`config.mk`:
```
export PLATFORM = sky130hd
export DESIGN_NAME = uart_rx_frame_ctrl
export DESIGN_NICKNAME = d
export VERILOG_FILES = /design/src/rtl/uart_rx_frame_ctrl.sv
export SDC_FILE = /design/constraint.sdc
export NUM_CORES = 1
export LEC_CHECK = 0
export CAP_MARGIN = 20
export CORE_UTILIZATION = 45
export DETAILED_ROUTE_END_ITERATION = 8
export PLACE_DENSITY = 0.66
export SYNTH_ARGS = -nofsm -noshare
export SYNTH_HDL_FRONTEND = slang
export SYNTH_SLANG_ARGS = --single-unit
```
`constraint.sdc`:
```
create_clock -name baud_clk -period 4 [get_ports baud_clk]
set_input_delay 0.6 -clock baud_clk [delete_from_list [all_inputs] [get_ports baud_clk]]
set_output_delay 0.6 -clock baud_clk [all_outputs]
set_load 0.01 [all_outputs]
```
`src/rtl/uart_rx_frame_ctrl.sv`:
```
// UART receive frame controller.
// Tracks SIPO frame progress, validates captured frames (start/parity/stop),
// queues good bytes in a 4-deep FIFO for the host, and keeps sticky
// overrun/timeout status plus a saturating error counter.
module uart_rx_frame_ctrl #(
  parameter int PARITY_EN   = 1,
  parameter int PARITY_ODD  = 0,
  parameter int TIMEOUT_CYC = 192,
  parameter int ERR_CNT_W   = 8
) (
  input  logic                 baud_clk,
  input  logic                 reset_n,
  input  logic                 active_flag,
  input  logic                 recieved_flag,
  input  logic [10:0]          data_parll,
  input  logic                 rx_ready,
  input  logic                 clr_status,
  output logic [7:0]           rx_data,
  output logic                 rx_perr,
  output logic                 rx_ferr,
  output logic                 rx_valid,
  output logic                 busy,
  output logic                 overrun,
  output logic                 timeout_err,
  output logic [ERR_CNT_W-1:0] err_count
);

  localparam int TMR_W = $clog2(TIMEOUT_CYC + 1);
  localparam logic [ERR_CNT_W+1:0] ERR_MAX = {2'b00, {ERR_CNT_W{1'b1}}};

  typedef enum logic [1:0] {
    S_IDLE,
    S_RECV,
    S_CHECK,
    S_FLUSH
  } state_t;

  state_t               state_q, state_d;
  logic [TMR_W-1:0]     timer_q, timer_d;
  logic [10:0]          frame_q, frame_d;
  logic [9:0]           mem_q [4];
  logic [9:0]           mem_d [4];
  logic [1:0]           wr_ptr_q, wr_ptr_d;
  logic [1:0]           rd_ptr_q, rd_ptr_d;
  logic [2:0]           count_q, count_d;
  logic                 overrun_q, overrun_d;
  logic                 timeout_q, timeout_d;
  logic [ERR_CNT_W-1:0] err_count_q, err_count_d;
  logic                 busy_q, busy_d;

  logic                 timeout_evt;
  logic                 false_start, push_req, perr, ferr;
  logic                 pop, full, push, ovr_evt;
  logic [2:0]           err_inc;
  logic [ERR_CNT_W-1:0] err_base;
  logic [ERR_CNT_W+1:0] err_sum;

  // Frame sequencing, frame capture and RECV timeout timer
  always_comb begin
    state_d     = state_q;
    timer_d     = '0;
    frame_d     = frame_q;
    timeout_evt = 1'b0;
    unique case (state_q)
      S_IDLE: begin
        if (recieved_flag) begin
          state_d = S_CHECK;
          frame_d = data_parll;
        end else if (active_flag) begin
          state_d = S_RECV;
        end
      end
      S_RECV: begin
        if (recieved_flag) begin
          state_d = S_CHECK;
          frame_d = data_parll;
        end else if (timer_q == TMR_W'(TIMEOUT_CYC - 1)) begin
          state_d     = S_FLUSH;
          timeout_evt = 1'b1;
        end else begin
          timer_d = timer_q + 1'b1;
        end
      end
      S_CHECK: state_d = S_IDLE;
      S_FLUSH: if (!active_flag) state_d = S_IDLE;
      default: state_d = S_IDLE;
    endcase
    busy_d = (state_d != S_IDLE);
  end

  // Frame validation and FIFO push/pop bookkeeping
  always_comb begin
    false_start = (state_q == S_CHECK) & frame_q[0];
    push_req    = (state_q == S_CHECK) & ~frame_q[0];
    perr        = (PARITY_EN != 0) & ((^frame_q[9:1]) != (PARITY_ODD != 0));
    ferr        = ~frame_q[10];
    pop         = (count_q != 3'd0) & rx_ready;
    full        = (count_q == 3'd4);
    // a full FIFO still accepts the push when the head leaves the same cycle
    push        = push_req & (~full | pop);
    ovr_evt     = push_req & full & ~pop;

    mem_d    = mem_q;
    wr_ptr_d = wr_ptr_q;
    rd_ptr_d = rd_ptr_q;
    count_d  = count_q;
    if (push) begin
      mem_d[wr_ptr_q] = {ferr, perr, frame_q[8:1]};
      wr_ptr_d        = wr_ptr_q + 2'd1;
    end
    if (pop) rd_ptr_d = rd_ptr_q + 2'd1;
    unique case ({push, pop})
      2'b10:   count_d = count_q + 3'd1;
      2'b01:   count_d = count_q - 3'd1;
      default: count_d = count_q;
    endcase
  end

  // Sticky status and saturating error count; a same-cycle event beats clr_status
  always_comb begin
    err_inc     = 3'(false_start) + 3'(push_req & perr) + 3'(push_req & ferr)
                + 3'(ovr_evt) + 3'(timeout_evt);
    err_base    = clr_status ? '0 : err_count_q;
    err_sum     = {2'b00, err_base} + {{(ERR_CNT_W-1){1'b0}}, err_inc};
    err_count_d = (err_sum > ERR_MAX) ? '1 : err_sum[ERR_CNT_W-1:0];
    overrun_d   = ovr_evt | (overrun_q & ~clr_status);
    timeout_d   = timeout_evt | (timeout_q & ~clr_status);
  end

  // State registers with synchronous active-low reset
  always_ff @(posedge baud_clk) begin
    if (!reset_n) begin
      state_q     <= S_IDLE;
      timer_q     <= '0;
      frame_q     <= '0;
      mem_q       <= '{default: '0};
      wr_ptr_q    <= '0;
      rd_ptr_q    <= '0;
      count_q     <= '0;
      overrun_q   <= 1'b0;
      timeout_q   <= 1'b0;
      err_count_q <= '0;
      busy_q      <= 1'b0;
    end else begin
      state_q     <= state_d;
      timer_q     <= timer_d;
      frame_q     <= frame_d;
      mem_q       <= mem_d;
      wr_ptr_q    <= wr_ptr_d;
      rd_ptr_q    <= rd_ptr_d;
      count_q     <= count_d;
      overrun_q   <= overrun_d;
      timeout_q   <= timeout_d;
      err_count_q <= err_count_d;
      busy_q      <= busy_d;
    end
  end

  assign rx_data     = mem_q[rd_ptr_q][7:0];
  assign rx_perr     = mem_q[rd_ptr_q][8];
  assign rx_ferr     = mem_q[rd_ptr_q][9];
  assign rx_valid    = (count_q != 3'd0);
  assign busy        = busy_q;
  assign overrun     = overrun_q;
  assign timeout_err = timeout_q;
  assign err_count   = err_count_q;

endmodule

```
Word-level counts from Yosys, hierarchy flattened
Cells that the tools add are included.
- flip-flop bits (word level): 79
- output and inout port bits: 22
- add/sub/neg operators: 10
- magnitude comparators: 4
- equality and inequality tests: 7
- muxes and demuxes: 18
- bitwise gates (word level): 22
- reduce and logical (&&, ||, !) cells: 9
- operators by type and width (operator ; number):
    bitwise mux 40 bit ; 1
    2-to-1 mux 10 bit ; 3
    binary-select mux 10 bit (select 2 bit) ; 1
    demux 10 bit (select 2 bit) ; 1
    2-to-1 mux 8 bit ; 2
    bitwise AND 1 bit ; 10
    2-to-1 mux 2 bit ; 5
    adder 8 x 3 -> 9 bit ; 1
    > comparator 9 x 8 -> 1 bit, second input constant ; 1
    parity 9 bit ; 1
    adder 8 x 1 -> 8 bit, second input constant ; 1
    == test 8 bit, second input constant ; 1
    case mux 2 bit (4 select lines) ; 1
    NOT 1 bit ; 7
    adder 3 x 1 -> 3 bit ; 2
    == test 2 bit, second input constant ; 3
    greater-or-equal comparator 3 bit, second input constant ; 2
    NOT 2 -> 3 bit ; 2
    case mux 3 bit (2 select lines) ; 1
    adder 2 x 1 -> 2 bit, second input constant ; 2
    == test 2 x 1 -> 1 bit, second input constant ; 2
    nonzero test 2 bit ; 2
    OR reduction 4 bit ; 1
    adder 2 x 1 -> 3 bit ; 1
    12 further kinds ; 16

Logic depth before layout (Yosys ltp)
Gate-level depths: netlist of the first run.
- word-level depth: 10
- gate-level depth with buffers: 12
- mapped depth without buffers: 12

Least setup slack after synthesis of the first run
No wires, ideal clock.
- path type: input -> register
- start: input port recieved_flag
- end: register err_count_q[7], in the netlist err_count[7]
- setup time: 0.125 ns
- arrival: 3.565 ns
- data required time: 3.875 ns
- slack: 0.310 ns
- stages on the path: 11
- path buffers: 0
- cells stage by stage: nor2_1 nand2_1 or2_2 fa_1 inv_1 fa_1 ha_1 fa_1 a21o_1 and3_1 o41a_1
- cells in the longest elaborated chain, start to end: 6
- ends and longest elaborated chain (item ; line ; RTL):
    start, declared ; 14 ; input logic recieved_flag,
    2-to-1 mux 1 bit * ; 74 ; if (recieved_flag) begin
    2-to-1 mux 1 bit * ; 64 ; unique case (state_q)
    adder 3 x 1 -> 3 bit * ; 122 ; + 3'(ovr_evt) + 3'(timeout_evt);
    adder 8 x 3 -> 9 bit * ; 124 ; err_sum = {2'b00, err_base} + {{(ERR_CNT_W-1){1'b0}}, err_inc};
    > comparator 9 x 8 -> 1 bit ; 125 ; err_count_d = (err_sum > ERR_MAX) ? '1 : err_sum[ERR_CNT_W-1:0];
    2-to-1 mux 8 bit * ; 125 ;
    end signal, assigned ; 154 ; err_count_q <= err_count_d;
    end, declared ; 48 ; logic [ERR_CNT_W-1:0] err_count_q, err_count_d;
Mark *: on every way between the ends. The rest lies on a longest branch, timed or not.
A chain may end at the register's enable or synchronous reset.

Worst setup path in the final report of the first run
Ends and elaborated chain as after synthesis.

==> metrics, run 1 <==
run status complete, no violations; CP arrival 4.00 ns; R2R cell count 11; Syn. warnings 0; Ports 39; Via Count 2871; initial antenna violation count 0; Die X-Extent 92.0 um; Crit Path Category in2reg; final critical-path share of the clock period 94.0%; worst path cell trace clkdlybuf4s50_1 > nor2_1 > nand2_1 > or2_2 > fa_1 > inv_1 > fa_1 > ha_1 > fa_1 > a21o_1 > and3_1 > o41a_1; Reg2Reg Launch Point timer_q[0]; Slew HR 43.7%; Avg Synthesized Cell Area 8.96 um2; Synth Flop Type dfxtp_1; Root Driver clkbuf_8; post-layout min period 3.76 ns; Worst-Skew Late Latency 0.35 ns; starting density of the core 47.0%; final hold vios 0; FF+latch area 1580 um2; remaining global-route overflow 0; crit path capture type flip-flop; Final Non-Filler Cells 550; CTS Hold Bufs 0; Final Setup Violations 0; R2R Path End err_count[7]; dpl hpwl 5250 um; H-tree depth 3; CTS tree yes; commonest non-fill, non-tap cell in the layout dfxtp_1; Post-synth EDFFs 0; DRT Wirelength 7640 um; worst vdd ir 0.186 mV; vias in the first global route 2750; Lkg Pwr 1.54 nW; Synth top area share 43.4%; Sink Count 79; commonest cells after routing, fill and taps aside dfxtp_1 (79), nand2_1 (77), a21oi_1 (45); syn nets 437; Worst EP required 4.24 ns; 1st-pass router iterations 4; Filler cells 749; Worst Path Max Fanout 2; #FFs+latches synth 79; Max clock buf depth 2; maximum number of pins on one net before global-route repair 34; Synth Cell Area 3650 um2; Die Span Y 92.0 um; pre-CTS setup slack -0.150 ns; Worst path depth 12; post-placement cell area 4120 um2; Synth area leader dfxtp_1; Worst-path clk slew 0.09 ns; Final WS setup 0.238 ns; share of layout cells above drive strength 1 8.71%; Area contributors post-synth dfxtp_1 (43%), nand2_1 (7.9%), a21oi_1 (6.2%); vias per inst 5.22; # port buffers 38; Max Freq 266 MHz; DRC viols 0; placed cell count 534; Hold Path Class reg2reg; post-CTS resize count 0; Initial DRC Count 147; Post-Syn Instances 407; Avg WL per Cell 13.9 um; Multi-input gate area 1920 um2; post-CTS setup buffer count 0; Worst Skew 0.0111 ns; RSZ-0062 raised after global routing no; final instance area 4330 um2; Max-cap violations 0; CTS Buf Count 9; Ant. Diodes 0; total track usage 19.6%; most frequent CP cell fa_1; critical path's largest stage delay 0.54 ns; Pins Over Slew Limit 0; power density over the cells 402 nW/um2; R2R setup slack 0.32 ns; die area 8470 um2; Nets 473; first-pass GRT wire length 13200 um; Worst-Margin Slew 0.844 ns; Final GP Congestion 0.782; Critical Path Start Type input pin; antenna viol nets, final 0; Worst setup endpoint err_count[7]; async set-or-reset flop fraction in the synthesized netlist 0%; Placement Rows 32; sequential share of the synthesized area 43.4%; critical path buffer and inverter count 2; Final Power 1.74 mW; core area 7770 um2; synthesis-to-layout area growth 18.6%; Worst path slowest cell fa_1; Distinct cells, synth 46; delay-heaviest family, CP adder cells; Critical Path Source recieved_flag; Util after Layout 55.7%
-- report_power, final --
part | internal (mW) | switching [mW]
sequential | 0.817 | 0.0586
combinational | 0.129 | 0.118
clock | 0.302 | 0.316
-- area by class of cell --
class | count | area share [%]
clock inverters | 7 | 1.94
repair buffers | 47 | 10.4
clock buffers | 9 | 2.86
inverters | 10 | 0.868
multi-input cells | 296 | 44.5
flip-flops and latches | 79 | 36.6
well taps | 102 | 2.95
-- state kept, by name (all words and copies together) (netlist names) --
register     count
frame_q         11
state_q          2
mem_q           40
rd_ptr_q         2
busy             1
timer_q          8
overrun          1
count_q          3
wr_ptr_q         2
err_count        8
timeout_err      1
-- logic make-up after synthesis --
group,share of synthesized area [%]
simple gates,22.7
mux,8.37
xor+xnor,5.35
compound gates,11.0
fa+ha+maj,5.28
buf+inv,3.88
flops,43.4
-- cell usage after synthesis (4+ instances only) --
cell and instances:
dfxtp_1 79, nand2_1 77, a21oi_1 45, nor2_1 34, nand3_1 17, clkbuf_1 12, xnor2_1 11, inv_1 10
mux4_2 10, ha_1 9, nand4_1 9, mux2i_1 8, and3_1 7, nor3_1 6, o21ai_0 6, xor2_1 6
buf_2 5, nor2b_1 5, a211oi_1 4, fa_1 4, nand2b_1 4, nor3b_1 4, o21a_1 4
-- worst register-to-register path: cells and delay by family, from the launching register on --
| kind | cells | cell delay [ns] |
|---|---|---|
| adders and majority gates | 5 | 1.87 |
| and+or+nand+nor | 3 | 0.67 |
| AOI/OAI and AO/OA | 2 | 0.60 |
| DFF | 1 | 0.37 |
| buffers and inverters | 1 | 0.05 |
-- layer usage --
layer | global-route usage (%) | share of wire (%) | vias up
met3 | 3.57 | 3.7 | 12
met1 | 25.9 | 49 | 1333
li1 | - | - | 1474
met4 | 7.55 | 1.4 | 0
met5 | 0 | 0 | -
met2 | 31.9 | 46 | 52
-- stage by stage --
| stage | TNS (ns) | hold WS [ns] |
|---|---|---|
| after floorplan | 0 | 0.430 |
| after global placement | -0.218 | 0.438 |
| after detailed placement | -0.370 | 0.448 |
| after CTS | 0 | 0.461 |
| after global routing | 0 | 0.482 |
| final | 0 | 0.459 |
-- worst min path at each step --
stage	start	end	slack, ns	cells after the start
5_1_grt	mem_q[2]	mem_q[2]	0.48	2
3_3_place_gp	mem_q[13]	mem_q[13]	0.44	2
4_1_cts	mem_q[32]	mem_q[32]	0.46	2
3_5_place_dp	mem_q[36]	mem_q[36]	0.45	2
6_report	mem_q[1]	mem_q[1]	0.46	2
2_1_floorplan	timer_q[0]	timer_q[0]	0.43	1
Power figures use the tool's default switching activity.
==> inputs of run 2 (changes only) <==
--- a/config.mk
+++ b/config.mk
@@ -5,10 +5,9 @@
 export SDC_FILE = /design/constraint.sdc
 export NUM_CORES = 1
 export LEC_CHECK = 0
-export CAP_MARGIN = 20
-export CORE_UTILIZATION = 45
+export CAP_MARGIN = 15
+export CORE_UTILIZATION = 40
 export DETAILED_ROUTE_END_ITERATION = 8
-export PLACE_DENSITY = 0.66
 export SYNTH_ARGS = -nofsm -noshare
 export SYNTH_HDL_FRONTEND = slang
 export SYNTH_SLANG_ARGS = --single-unit
==> run 2 against run 1 <==
Against the previous run: first-iteration DRC count rose by 14%; sequential share of layout area fell by 0.19 points; final area rose by 0.52%; clock skew rose by 0.0032 ns; highest routed layer unchanged; final cell count rose by 1.1%; global-route usage fell by 2.1 points.
==> metrics, run 2 (synthesized netlist as in run 1, its figures left out) <==
initial antenna violation count 0; crit path capture type flip-flop; most frequent CP cell fa_1; Slew HR 45.8%; final hold vios 0; Worst-Margin Slew 0.813 ns; # port buffers 38; antenna viol nets, final 0; Ant. Diodes 0; Placement Rows 34; WHS 0.455 ns; Worst path slowest cell fa_1; first-pass GRT wire length 13400 um; Worst Skew 0.0143 ns; synthesis-to-layout area growth 19.2%; Worst EP required 4.24 ns; run status complete, no violations; register bank with the most flops mem_q; combinational share of power 13.8%; post-CTS setup buffer count 0; Pins Over Slew Limit 0; 1st-pass router iterations 4; H-tree depth 3; critical path's largest stage delay 0.54 ns; Int Power 1.30 mW; Ports 39; Flop pwr share 49.1%; vias per inst 5.11; Sink Count 79; RSZ-0062 raised after global routing no; die area 9500 um2; Avg WL per Cell 14.2 um; post-layout min period 3.79 ns; Root Driver clkbuf_8; Worst Path Max Fanout 2; post-placement cell area 4130 um2; delay-heaviest family, CP adder cells; worst vdd ir 0.192 mV; Largest register FFs 40; Final Setup Violations 0; Die Span Y 97.5 um; worst path cell trace clkdlybuf4s50_1 > nor2_1 > nand2_1 > or2_2 > fa_1 > inv_1 > fa_1 > ha_1 > fa_1 > a21o_1 > and3_1 > o41a_1; share of layout cells above drive strength 1 8.71%; Die X-Extent 97.5 um; post-CTS resize count 0; dpl hpwl 5340 um; Nets 473; DRC viols 0; R2R cell count 11; Psw 484 uW; Hold Path Class reg2reg; Largest regs mem_q (40), frame_q (11); Sw Share 27.1%; CTS tree yes; total track usage 17.5%; DRT Wirelength 7870 um; Lkg Pwr 1.55 nW; Util after Layout 49.6%; starting density of the core 41.6%; final instance area 4350 um2; Critical Path Start Type input pin; final critical-path share of the clock period 94.8%; maximum number of pins on one net before global-route repair 35; Worst-path clk slew 0.09 ns; Initial DRC Count 167; Max Freq 264 MHz; Via Count 2841; CTS Hold Bufs 0; core area 8760 um2; critical path buffer and inverter count 2; clock network power share 37.0%; CTS Buf Count 9; commonest non-fill, non-tap cell in the layout dfxtp_1; remaining global-route overflow 0; Max clock buf depth 2; placed cell count 540; Worst path depth 12; worst hold path depth 2; commonest cells after routing, fill and taps aside dfxtp_1 (79), nand2_1 (77), a21oi_1 (44); power density over the cells 411 nW/um2; Crit Path Category in2reg; Final Non-Filler Cells 556; CP arrival 4.03 ns; Max-cap violations 0; Worst-Skew Late Latency 0.35 ns; Final GP Congestion 0.799; vias in the first global route 2797
-- run 2: stage by stage --
| stage | power, mW | setup slack [ns] | TNS (ns) |
|---|---|---|---|
| after floorplan | 1.05 | 0.310 | 0 |
| after global placement | 1.14 | -0.122 | -0.246 |
| after detailed placement | 1.14 | -0.185 | -0.561 |
| after CTS | 1.80 | 0.191 | 0 |
| after global routing | 1.87 | 0.0342 | 0 |
| final | 1.79 | 0.210 | 0 |
-- run 2: routing by layer --
| layer | GRT usage, % | wire [um] | vias to the layer above |
|---|---|---|---|
| met2 | 28.2 | 3670 | 49 |
| met5 | 0 | 0 | - |
| met3 | 3.67 | 248 | 10 |
| li1 | - | - | 1475 |
| met4 | 6.11 | 89 | 0 |
| met1 | 23.2 | 3860 | 1307 |
-- run 2: path summary, 6_finish.rpt --
path                      start            to  slack (ns)
setup / recovery  recieved_flag  err_count[7]        0.21
hold / removal         mem_q[0]      mem_q[0]        0.46
setup reg to reg     timer_q[0]  err_count[7]        0.25
hold reg to reg        mem_q[0]      mem_q[0]        0.46
-- run 2: cell type report --
cell class / instances / area, um2
inverter: 10 / 37.5
clock inverter: 6 / 91.3
timing repair buffer: 47 / 448
sequential: 79 / 1580
fill: 842 / 4410
tap: 108 / 135
multi-input combinational: 296 / 1930
clock buffer: 10 / 128
-- run 2: power by group through the flow --
stage	Combinational (mW)	Sequential (mW)	Clock, mW
after floorplan	0.190	0.861	0
after global placement	0.242	0.895	0
after detailed placement	0.249	0.895	0
after CTS	0.250	0.877	0.673
after global routing	0.275	0.886	0.704
final	0.247	0.877	0.661
-- run 2: worst min-delay path: cells and delay by family, from the launching register on --
kind,cells,cell delay [ns]
compound gates,1,0.05
simple gates,1,0.05
flops,1,0.31
==> inputs of run 3 (changes only) <==
==> constraint.sdc (replaced) <==
create_clock -name baud_clk -period 4.8 [get_ports baud_clk]
set_input_delay 0.72 -clock baud_clk [delete_from_list [all_inputs] [get_ports baud_clk]]
set_output_delay 0.72 -clock baud_clk [all_outputs]
set_load 0.01 [all_outputs]
==> run 3 against run 2 <==
Against the previous run: die area stayed put; final area is 1.9% lower; sequential cell count stayed put; power is 21% lower; clock skew is 0.0052 ns lower; count of clock-buffer cells in the layout stayed put; non-clock buffer count is 7 lower; sequential share of layout area is 0.71 points higher; global-route usage is 0.16 points higher; sequential power is 17% lower; first-iteration DRC count is 28% lower; critical path type unchanged; largest power group unchanged.
==> metrics, run 3 (synthesized netlist as in run 1, its figures left out) <==
Worst-Margin Slew 0.914 ns; post-layout min period 4.06 ns; remaining global-route overflow 0; vias per inst 5.22; Placement Rows 34; Final WS setup 0.742 ns; CP arrival 4.31 ns; Filler cells 848; delay-heaviest family, CP adder cells; dpl hpwl 5260 um; Worst Skew 0.00908 ns; critical path buffer and inverter count 2; Ports 39; RSZ-0062 raised after global routing no; first-pass GRT wire length 13300 um; Worst-Skew Late Latency 0.36 ns; H-tree depth 3; Via Count 2865; Die Span Y 97.5 um; Worst-path clk slew 0.09 ns; Nets 466; Initial DRC Count 121; Worst EP required 5.05 ns; Slew HR 39.0%; Avg WL per Cell 14.1 um; Util after Layout 48.7%; Crit Path Category in2reg; CTS Hold Bufs 0; CTS Buf Count 9; starting density of the core 41.6%; Root Driver clkbuf_8; CTS tree yes; Worst path slowest cell fa_1; initial antenna violation count 0; Max clock buf depth 2; critical path's largest stage delay 0.54 ns; Worst Path Max Fanout 4; core area 8760 um2; Critical Path Source recieved_flag; Final GP Congestion 0.776; post-CTS setup buffer count 0; Max-cap violations 0; Multi-input gate area 1920 um2; Sink Count 79; Final Setup Violations 0; total track usage 17.7%; vias in the first global route 2759; final hold vios 0; min-delay src mem_q[0]; final critical-path share of the clock period 84.6%; Die X-Extent 97.5 um; share of layout cells above drive strength 1 7.26%; Lkg Pwr 1.50 nW; R2R cell count 11; worst path cell trace clkdlybuf4s50_1 > nor2_1 > nand2_1 > or2_2 > fa_1 > inv_1 > fa_1 > ha_1 > fa_1 > a21o_1 > and3_1 > o41a_1; synthesis-to-layout area growth 16.9%; 1st-pass router iterations 4; Final Power 1.41 mW; Ant. Diodes 0; power density over the cells 330 nW/um2; # port buffers 38; worst hold path depth 2; Worst path depth 12; Pins Over Slew Limit 0; DRC viols 0; register bank with the most flops mem_q; DRT Wirelength 7760 um; Max Freq 246 MHz; Largest register FFs 40; run status complete, no violations; Hold Path Class reg2reg; commonest cells after routing, fill and taps aside dfxtp_1 (79), nand2_1 (77), a21oi_1 (45); worst vdd ir 0.144 mV; FF+latch area 1580 um2; antenna viol nets, final 0; Total Neg Setup Slack 0 ns; maximum number of pins on one net before global-route repair 31; commonest non-fill, non-tap cell in the layout dfxtp_1; die area 9500 um2; Largest regs mem_q (40), frame_q (11); Critical Path Start Type input pin; post-CTS resize count 0; Reg2Reg Launch Point timer_q[0]; pre-CTS setup slack 0.368 ns; crit path capture type flip-flop; most frequent CP cell fa_1
==> run 3: path summary, 6_finish.rpt <==
kind | end | slack, ns
worst max-delay path | err_count[7] | 0.74
worst min-delay path | mem_q[0] | 0.45
worst max register to register | err_count[7] | 0.98
worst min register to register | mem_q[0] | 0.45
==> run 3: layout make-up <==
type	instances	area share (%)
multi-input cells	296	45.1
flip-flops and latches	79	37.1
repair buffers	40	9.27
clock buffers	10	3.23
well taps	108	3.17
clock inverters	6	1.26
inverters	10	0.880
==> run 3: metrics by stage <==
| stage | instance area (um2) | hold WS, ns | cells |
|---|---|---|---|
| after floorplan | 3650 | 0.430 | 407 |
| after global placement | 4070 | 0.441 | 533 |
| after detailed placement | 4070 | 0.448 | 533 |
| after CTS | 4270 | 0.460 | 549 |
| after global routing | 4270 | 0.483 | 549 |
| final | 4270 | 0.455 | 549 |
==> run 3: report_power, final <==
| part | leakage, nW | switching, mW | internal (mW) |
|---|---|---|---|
| Clock | 0.0950 | 0.266 | 0.210 |
| Combinational | 0.765 | 0.0983 | 0.106 |
| Sequential | 0.640 | 0.0483 | 0.681 |
| Total | 1.50 | 0.413 | 0.996 |
==> run 3: worst register-to-register path, stage by stage (launching register included) <==
cell	delay, ns
dfxtp_1	0.38
ha_1	0.25
nand4_1	0.17
or2_2	0.34
fa_1	0.54
inv_1	0.05
fa_1	0.48
ha_1	0.24
fa_1	0.42
a21o_1	0.21
and3_1	0.21
o41a_1	0.42
==> run 3: routing by layer <==
layer	part of all wire, %	up-vias	GRT usage [%]
met1	50	1332	23.8
li1	-	1462	-
met4	1.7	0	6.90
met3	3.9	12	4.17
met5	0	-	0
met2	45	59	27.3
